===== src/rtl/evm_pkg.sv =====
// Shared definitions for the N-candidate EVM: state codes and small vote helpers.
// Pure declarations, no timing; imported by the controller and the winner scan.
package evm_pkg;

  typedef logic [2:0] state_t;

  localparam state_t ST_IDLE      = 3'd0;
  localparam state_t ST_WAIT_CAND = 3'd1;
  localparam state_t ST_WAIT_VOTE = 3'd2;
  localparam state_t ST_VOTED     = 3'd3;
  localparam state_t ST_TALLY     = 3'd4;
  localparam state_t ST_DONE      = 3'd5;

  // Widest vote vector supported (NUM_CAND <= 15 fits with room to spare).
  localparam int MAX_CAND = 16;

  function automatic logic is_onehot(input logic [MAX_CAND-1:0] v);
    return (v != '0) && ((v & (v - 16'd1)) == '0);
  endfunction

  function automatic logic [4:0] name_of(input logic [3:0] idx);
    return {1'b0, idx} + 5'd1;
  endfunction

endpackage


===== src/rtl/evm_winner_scan.sv =====
// Sequential arg-max over the vote counters, one index per cycle.
// Start pulse begins a scan of exactly NUM_CAND cycles; o_done marks the last one.
module evm_winner_scan
  import evm_pkg::*;
#(
  parameter int NUM_CAND = 8,
  parameter int WIDTH    = 8,
  parameter int IW       = $clog2(NUM_CAND)
) (
  input  logic             clk,
  input  logic             rst,
  input  logic             i_clear,
  input  logic             i_start,
  input  logic [WIDTH-1:0] i_val,
  output logic [IW-1:0]    o_idx,
  output logic             o_busy,
  output logic             o_done,
  output logic [WIDTH-1:0] o_max,
  output logic [IW-1:0]    o_win,
  output logic             o_tie
);

  logic [IW-1:0]    r_idx;
  logic             r_busy;
  logic [WIDTH-1:0] r_max;
  logic [IW-1:0]    r_win;
  logic             r_tie;

  assign o_idx  = r_idx;
  assign o_busy = r_busy;
  assign o_done = r_busy && (r_idx == IW'(NUM_CAND - 1));
  assign o_max  = r_max;
  assign o_win  = r_win;
  assign o_tie  = r_tie;

  // Max starts at 0, so an all-zero tally ends with the tie flag set.
  always_ff @(posedge clk or posedge rst) begin
    if (rst) begin
      r_idx  <= '0;
      r_busy <= 1'b0;
      r_max  <= '0;
      r_win  <= '0;
      r_tie  <= 1'b0;
    end else if (i_clear || i_start) begin
      r_idx  <= '0;
      r_busy <= i_start && !i_clear;
      r_max  <= '0;
      r_win  <= '0;
      r_tie  <= 1'b0;
    end else if (r_busy) begin
      if (i_val > r_max) begin
        r_max <= i_val;
        r_win <= r_idx;
        r_tie <= 1'b0;
      end else if (i_val == r_max) begin
        r_tie <= 1'b1;
      end
      if (o_done) r_busy <= 1'b0;
      else        r_idx  <= r_idx + IW'(1);
    end
  end

endmodule


===== src/rtl/evm_multi.sv =====
// N-candidate EVM controller: vote FSM, idle timer, saturating counters, result display.
// Votes register one cycle after acceptance; tally takes NUM_CAND cycles before DONE.
module evm_multi
  import evm_pkg::*;
#(
  parameter  int NUM_CAND = 8,
  parameter  int WIDTH    = 8,
  parameter  int TIMEOUT  = 100,
  localparam int IW       = $clog2(NUM_CAND),
  localparam int NW       = $clog2(NUM_CAND + 1),
  localparam int TW       = $clog2(TIMEOUT + 1)
) (
  input  logic                clk,
  input  logic                rst,
  input  logic                i_switch_on_evm,
  input  logic                i_candidate_ready,
  input  logic [NUM_CAND-1:0] i_vote,
  input  logic                i_voting_session_done,
  input  logic [IW-1:0]       i_display_sel,
  input  logic                i_display_winner,
  output logic [NW-1:0]       o_candidate_name,
  output logic [WIDTH-1:0]    o_results,
  output logic                o_invalid_results,
  output logic                o_voting_in_progress,
  output logic                o_voting_done,
  output logic                o_tally_busy,
  output logic                o_vote_rejected,
  output logic                o_overflow
);

  state_t           r_state;
  state_t           w_next;
  logic [TW-1:0]    r_timer;
  logic [WIDTH-1:0] r_count [NUM_CAND];
  logic [IW-1:0]    r_sel;
  logic             r_overflow;

  logic             w_onehot, w_multi, w_accept, w_tmo, w_wait, w_start;
  logic [IW-1:0]    w_vote_idx;
  logic [IW-1:0]    w_scan_idx, w_win;
  logic             w_scan_busy, w_scan_done, w_tie;
  logic [WIDTH-1:0] w_scan_val, w_max;

  assign w_onehot = is_onehot(MAX_CAND'(i_vote));
  assign w_multi  = (i_vote != '0) && !w_onehot;
  assign w_accept = w_onehot && !i_candidate_ready;
  assign w_tmo    = (r_timer == TW'(TIMEOUT));
  assign w_wait   = (r_state == ST_WAIT_CAND) || (r_state == ST_WAIT_VOTE);

  always_comb begin
    w_vote_idx = '0;
    for (int i = 0; i < NUM_CAND; i++)
      if (i_vote[i]) w_vote_idx = IW'(i);
  end

  always_comb begin
    w_next = r_state;
    case (r_state)
      ST_IDLE:      w_next = ST_WAIT_CAND;
      ST_WAIT_CAND: if (i_candidate_ready)          w_next = ST_WAIT_VOTE;
                    else if (i_voting_session_done) w_next = ST_TALLY;
                    else if (w_tmo)                 w_next = ST_TALLY;
      ST_WAIT_VOTE: if (w_accept)                   w_next = ST_VOTED;
                    else if (!w_multi && w_tmo)     w_next = ST_WAIT_CAND;
      ST_VOTED:     w_next = i_candidate_ready ? ST_WAIT_VOTE : ST_WAIT_CAND;
      ST_TALLY:     if (w_scan_done)                w_next = ST_DONE;
      ST_DONE:      w_next = ST_DONE;
      default:      w_next = ST_IDLE;
    endcase
    if (!i_switch_on_evm) w_next = ST_IDLE;
  end

  assign w_start = (w_next == ST_TALLY) && (r_state != ST_TALLY);

  // Every state change clears the timer; it saturates so a late multi-hot cannot wrap it.
  always_ff @(posedge clk or posedge rst) begin
    if (rst) begin
      r_state <= ST_IDLE;
      r_timer <= '0;
    end else begin
      r_state <= w_next;
      if (w_next != r_state)   r_timer <= '0;
      else if (w_wait && !w_tmo) r_timer <= r_timer + TW'(1);
    end
  end

  always_ff @(posedge clk or posedge rst) begin
    if (rst) begin
      for (int i = 0; i < NUM_CAND; i++) r_count[i] <= '0;
      r_sel      <= '0;
      r_overflow <= 1'b0;
    end else if (!i_switch_on_evm) begin
      for (int i = 0; i < NUM_CAND; i++) r_count[i] <= '0;
      r_sel      <= '0;
      r_overflow <= 1'b0;
    end else if (r_state == ST_IDLE) begin
      for (int i = 0; i < NUM_CAND; i++) r_count[i] <= '0;
    end else begin
      if (r_state == ST_WAIT_VOTE && w_accept) r_sel <= w_vote_idx;
      if (r_state == ST_VOTED) begin
        if (r_count[r_sel] == '1) r_overflow <= 1'b1;
        else                      r_count[r_sel] <= r_count[r_sel] + WIDTH'(1);
      end
    end
  end

  assign w_scan_val = w_scan_busy ? r_count[w_scan_idx] : '0;

  evm_winner_scan #(
    .NUM_CAND (NUM_CAND),
    .WIDTH    (WIDTH),
    .IW       (IW)
  ) u_scan (
    .clk     (clk),
    .rst     (rst),
    .i_clear (!i_switch_on_evm),
    .i_start (w_start),
    .i_val   (w_scan_val),
    .o_idx   (w_scan_idx),
    .o_busy  (w_scan_busy),
    .o_done  (w_scan_done),
    .o_max   (w_max),
    .o_win   (w_win),
    .o_tie   (w_tie)
  );

  always_comb begin
    o_candidate_name  = '0;
    o_results         = '0;
    o_invalid_results = 1'b0;
    if (r_state == ST_DONE) begin
      o_invalid_results = w_tie;
      if (i_display_winner) begin
        if (!w_tie) begin
          o_candidate_name = NW'(name_of(4'(w_win)));
          o_results        = w_max;
        end
      end else if (NW'(i_display_sel) < NW'(NUM_CAND)) begin
        o_candidate_name = NW'(name_of(4'(i_display_sel)));
        o_results        = r_count[i_display_sel];
      end
    end
  end

  assign o_voting_in_progress = (r_state == ST_WAIT_VOTE);
  assign o_voting_done        = (r_state == ST_DONE);
  assign o_tally_busy         = (r_state == ST_TALLY);
  assign o_vote_rejected      = i_switch_on_evm && (r_state == ST_WAIT_VOTE) && w_multi;
  assign o_overflow           = r_overflow;

endmodule


===== config.mk =====
export PLATFORM = sky130hd
export DESIGN_NAME = evm_multi
export DESIGN_NICKNAME = d
export VERILOG_FILES = /design/src/rtl/evm_pkg.sv /design/src/rtl/evm_winner_scan.sv /design/src/rtl/evm_multi.sv
export SDC_FILE = /design/constraint.sdc
export NUM_CORES = 1
export LEC_CHECK = 0
export CAP_MARGIN = 25
export CORE_MARGIN = 1
export CORE_UTILIZATION = 40
export DETAILED_ROUTE_END_ITERATION = 12
export GPL_TIMING_DRIVEN = 0
export HOLD_SLACK_MARGIN = 0.12
export PLACE_DENSITY_LB_ADDON = 0.2
export SYNTH_ARGS = -nofsm -noshare
export SYNTH_HDL_FRONTEND = slang
export SYNTH_SLANG_ARGS = --single-unit

===== constraint.sdc =====
create_clock -name clk -period 5.4 [get_ports clk]
set_input_delay 1.08 -clock clk [delete_from_list [all_inputs] [get_ports clk]]
set_output_delay 1.08 -clock clk [all_outputs]
set_load 0.005 [all_outputs]

### Word level (Yosys, flattened, before mapping)

Index checks and enable logic that the tools add are counted.

* bitwise gates (word level): 4
* equality and inequality tests: 19
* reduce and logical (&&, ||, !) cells: 32
* add/sub/neg operators: 6
* multiplexer cells: 65
* order comparisons: 5

Operators with widths (count)
* $mux W64: 4
* $mux W8: 14
* $bmux W8 S3: 3
* $mux W3: 22
* $bwmux W64: 1
* $demux W8 S3: 1
* $pmux W3 S6: 1
* $and A8 B16 Y16: 1
* $logic_not A16 Y1: 1
* $mux W7: 2
* $mux W1: 13
* $eq A3 B3 Y1 const B: 4
* $ge A4 B4 Y1 const B: 3
* $logic_and A1 B1 Y1: 12
* $mux W4: 3
* $not A3 Y4: 3
* $reduce_and A2 Y1: 5
* $sub A8 B1 Y9 const B: 1
* $add A3 B1 Y4 const B: 2
* $add A8 B1 Y8 const B: 1
* $eq A8 B8 Y1: 1
* $eq A8 B8 Y1 const B: 1
* $gt A8 B8 Y1: 1
* $reduce_bool A8 Y1: 1
* 18 further kinds: 30

* logic and storage cells: 148
* output and inout bits: 18
* bits in registers: 94

### Depth between registers and ports, before layout

* depth after elaboration: 17
* depth in mapped cells: 15

### Hierarchy

Synthesis repeated with hierarchy kept, for this count alone.

* cells, all modules: 653
* area total of the unflattened synthesis: 6643.9 µm²

By module, submodules not included
* evm_multi: cells each 552, instances 1, area each 5655.4 µm²
* evm_winner_scan: cells each 101, instances 1, area each 988.4 µm²

### Worst setup path after synthesis

No wires, ideal clock.

* path kind: input-to-output
* start point: input i_display_sel[0]
* end point: output o_results[3]
* data arrival time: 2.965 ns
* buffers on the path: 2
* stages: 7
* setup slack: 1.355 ns
* cell sequence: clkbuf_1 > buf_1 > mux4_2 > mux2i_1 > nor2_1 > a31oi_1 > nor2_1

* cells in the longest elaborated chain, start to end: 6

Ends and longest elaborated chain
* start: declaration: RTL line evm_multi.sv:19 `input logic [IW-1:0] i_display_sel,`
* $not A3 Y4 (implied by the code): RTL line evm_multi.sv:140 `o_results = r_count[i_display_sel];`
* $bmux W8 S3: RTL line evm_multi.sv:140
* $mux W8 (implied by the code) (2 in a row): RTL line evm_multi.sv:140
* $mux W8: RTL line evm_multi.sv:133 `if (i_display_winner) begin`
* $mux W8: RTL line evm_multi.sv:131 `if (r_state == ST_DONE) begin`
* end: declaration: RTL line evm_multi.sv:22 `output logic [WIDTH-1:0] o_results,`

No other way between the ends. The select of a mux whose other input is x is not followed.

### Worst setup path in the final report

Ends and elaborated chain as after synthesis.

==> reports/summary.md <==
## Outcome
* complete, no violations — status

## Power and ir drop
* 2.95 nW — Static Leakage
* 1.56 mW — Total Power Consumption
* 208 nW/um2 — Power per Cell Area
* 0.165 mV — peak ir drop on the vdd network

## Logic synthesis
* 622 — number of cells produced by synthesis
* 6540 um2 — Cell Area, Synth
* 66 — number of distinct library cells after synthesis
* sky130_fd_sc_hd__dfrtp_1 36%, sky130_fd_sc_hd__mux2i_1 15%, sky130_fd_sc_hd__mux4_2 12% — top area cells in the synthesized netlist
* 0 — number of enable flip-flop cells after synthesis
* 94 — #FFs+latches synth
* 0.360 — sequential cell area fraction in the yosys report
* 10.5 um2 — Mean Syn Cell Area
* 654 — Synthesized Nets
* 0 — Ys Warns
* 113 x sky130_fd_sc_hd__nor2_1, 97 x sky130_fd_sc_hd__mux2i_1, 94 x sky130_fd_sc_hd__dfrtp_1 — most frequent cells after synthesis
* 1.00 — share of synthesized flip-flops with an asynchronous set or reset
* sky130_fd_sc_hd__dfrtp_1 — cell type with the largest total area after synthesis
* 0.360 — top-area cell type share of the netlist area
* sky130_fd_sc_hd__nor2_1 — most numerous cell in the Yosys netlist
* sky130_fd_sc_hd__dfrtp_1 — primary flip-flop cell chosen by synthesis mapping

## Global routing
* 0 — antenna violations before repair
* 0.244 — GRT Resource Usage Total
* 29900 um — first-pass GRT wire length
* 0 — sum of overflow across all layers after global routing
* 5125 — via count of the first global-routing pass
* 57 — maximum number of pins on one net before global-route repair

## Floorplan
* 46 — Core Rows
* 130 um — die outline width
* 130 um — vertical die dimension
* 15900 um2 — core area
* 0.410 — effective utilization at floorplan
* 16900 um2 — Die ar.
* 35 — Ports

## Worst setup path
* primary input — kind of launch point of the worst setup path
* output pin — CP endpoint kind
* clkdlybuf4s50_1, clkbuf_2, clkdlybuf4s18_2, mux4_2, mux2i_1, nor2_1, a31oi_1, nor2_1, clkdlybuf4s50_1 — critical path, cell by cell
* 10 — crit-path max FO
* 4 — critical path buffer and inverter count
* in -> out — classification of the worst setup path
* 4.20 ns — data arrival time at the worst-slack endpoint
* 0.59 ns — max incr delay on CP
* sky130_fd_sc_hd__clkdlybuf4s18_2 — standard cell with the maximum stage delay on the critical path
* 4.32 ns — data required time at the worst endpoint
* buffers and inverters — Top delay family on crit path

## Clock tree
* sky130_fd_sc_hd__clkbuf_16 — Root Driver
* yes — TritonCTS clock tree
* 0.07 ns — clock transition at the registers of the reported paths
* 2 — buffer depth of the longest clock path
* 94 — Clock Sink Count
* 9 — TritonCTS buffer count
* 3 — Clock H-tree levels
* 0.36 ns — clock latency on the worst-skew pair

## Timing
* 0 — final setup fails
* 5.28 ns — clock period minus final worst setup slack
* 1.08 ns — transition time at the pin with the least slew margin
* 0.124 ns — post-route worst setup slack
* 0.281 — remaining max-slew budget at the tightest pin
* 0.977 — Tcrit/Tclk final
* 0 — number of pins with negative max-slew slack in the final report
* 0.0122 ns — maximum clock skew at final layout
* 0.190 GHz — highest clock frequency the design can meet
* 0 ns — Setup TNS
* false — RSZ-0062 raised after global routing
* 0 — Hold Fails Final Rpt

## Detailed routing
* 1110 um — total met3 wirelength after detailed routing
* 5 — number of search-and-repair iterations in the first detailed-routing pass
* 398 — count of routing violations after the opening detailed-route iteration
* 0 — remaining antenna violation count after routing
* 19200 um — final routed wirelength across all metal layers
* 5163 — via count
* 9380 um — total length of routed met2 wires
* 21.7 um — Routed WL per cell
* 5.82 — post-detailed-route via-to-cell ratio
* 0 — number of remaining DRC errors
* 8230 um — wire length on met1
* met4 — highest metal layer with signal wires

## Final layout
* 7470 um2 — Design Area, Final
* 0.131 — fraction of final layout cells with drive strength greater than 1
* 0 — number of diodes added for antenna fixing
* 14.4% — Area Growth Syn to Fin
* 699 — number of nets at the end of the flow

## Placement
* -0.465 ns — minimum setup slack after placement
* 13500 um — placed wire-length estimate
* 0.914 — final weighted congestion in routability-driven placement
* 7160 um2 — area post-placement
* 32 — count of port buffers added during placement

## Run
* 0 — Maximum Capacitance Violations

## Worst hold path
* reg -> reg — worst min-delay path class

where the power goes:
group	total, mW	internal, mW	leakage, nW	switching, mW
registers	0.720	0.711	1.31	0.00945
logic	0.181	0.0606	1.50	0.120
clock network	0.655	0.370	0.141	0.285
total	1.56	1.14	2.95	0.414
worst reg2reg max path: stages, from the launching register on:
cell and delay, ns:
sky130_fd_sc_hd__dfrtp_1 0.35, sky130_fd_sc_hd__clkbuf_1 0.70, sky130_fd_sc_hd__buf_2 0.55, sky130_fd_sc_hd__mux4_2 0.57, sky130_fd_sc_hd__mux2i_1 0.23, sky130_fd_sc_hd__nor2b_1 0.11, sky130_fd_sc_hd__ha_1 0.29, sky130_fd_sc_hd__nor2b_1 0.13
sky130_fd_sc_hd__o21a_1 0.11, sky130_fd_sc_hd__o21a_1 0.11, sky130_fd_sc_hd__o211ai_1 0.10, sky130_fd_sc_hd__a311oi_1 0.44, sky130_fd_sc_hd__clkbuf_1 0.61, sky130_fd_sc_hd__mux2i_1 0.27, sky130_fd_sc_hd__nor2_1 0.07
final timing paths:
check	from	endpoint	slack (ns)	cells past startpoint
min in group asynchronous	rst	r_count[19]	1.13	2
hold / removal	o_overflow	o_overflow	0.51	1
setup / recovery	i_display_sel[0]	o_results[3]	0.12	9
setup reg to reg	u_scan.o_idx[0]	u_scan.o_max[3]	0.64	14
max in group asynchronous	rst	r_count[28]	3.61	3
hold reg to reg	o_overflow	o_overflow	0.51	1
sequential cells by signal, summed over array words and instances (netlist names):
register / cells
o_overflow: 1
r_count: 64
r_sel: 3
r_state: 3
r_timer: 7
u_scan.o_busy: 1
u_scan.o_idx: 3
u_scan.o_max: 8
u_scan.o_tie: 1
u_scan.o_win: 3
repair_timing:
item,CTS,global route
endpoints found under the setup margin,5,4
gates resized for setup,3,4
setup buffers,0,0
hold buffers,0,0
routing by layer:
layer	track usage	up-vias
li1	-	2369
met2	0.402	164
met1	0.312	2600
met3	0.0513	30
met5	0	-
met4	0.0971	0
cell usage in the layout (no fill, tap or decap), types with 8 or more instances in the layout:
cell and instances:
sky130_fd_sc_hd__xnor2_1 8, sky130_fd_sc_hd__nand4_1 8, sky130_fd_sc_hd__inv_1 20, sky130_fd_sc_hd__mux2i_1 97
sky130_fd_sc_hd__xor2_1 8, sky130_fd_sc_hd__nor2_1 113, sky130_fd_sc_hd__clkdlybuf4s50_1 32, sky130_fd_sc_hd__a21oi_1 14
sky130_fd_sc_hd__nor2b_1 16, sky130_fd_sc_hd__nand3_1 12, sky130_fd_sc_hd__nand2_1 28, sky130_fd_sc_hd__clkbuf_1 23
sky130_fd_sc_hd__clkbuf_16 9, sky130_fd_sc_hd__ha_1 15, sky130_fd_sc_hd__mux4_2 34, sky130_fd_sc_hd__dfrtp_1 94
through the flow:
stage | instances | hold WS (ns) | util
6_report | 887 | 0.514 | 0.469
5_1_grt | 887 | 0.534 | 0.469
4_1_cts | 886 | 0.521 | 0.468
3_5_place_dp | 871 | 0.505 | 0.449
3_3_place_gp | 870 | 0.495 | 0.447
2_1_floorplan | 622 | 0.487 | -
area by class of cell:
class                   instances  area [um2]
multi-input cells             464        3890
clock buffers                  10         239
fillers                      1463        8470
repair buffers                 34         359
flip-flops and latches         94        2350
inverters                      21        81.3
well taps                     216         270
clock inverters                 5        58.8
plain buffers                  43         221
kinds of logic after synthesis:
| logic type | synth area share |
|---|---|
| AO/OA/AOI/OAI | 0.110 |
| AND/OR/NAND/NOR | 0.147 |
| XOR/XNOR | 0.0214 |
| adder cells (fa/ha/maj) | 0.0287 |
| buffers and inverters | 0.0446 |
| flip-flops | 0.360 |
| multiplexers | 0.289 |
(Power assumes the default switching activity.)
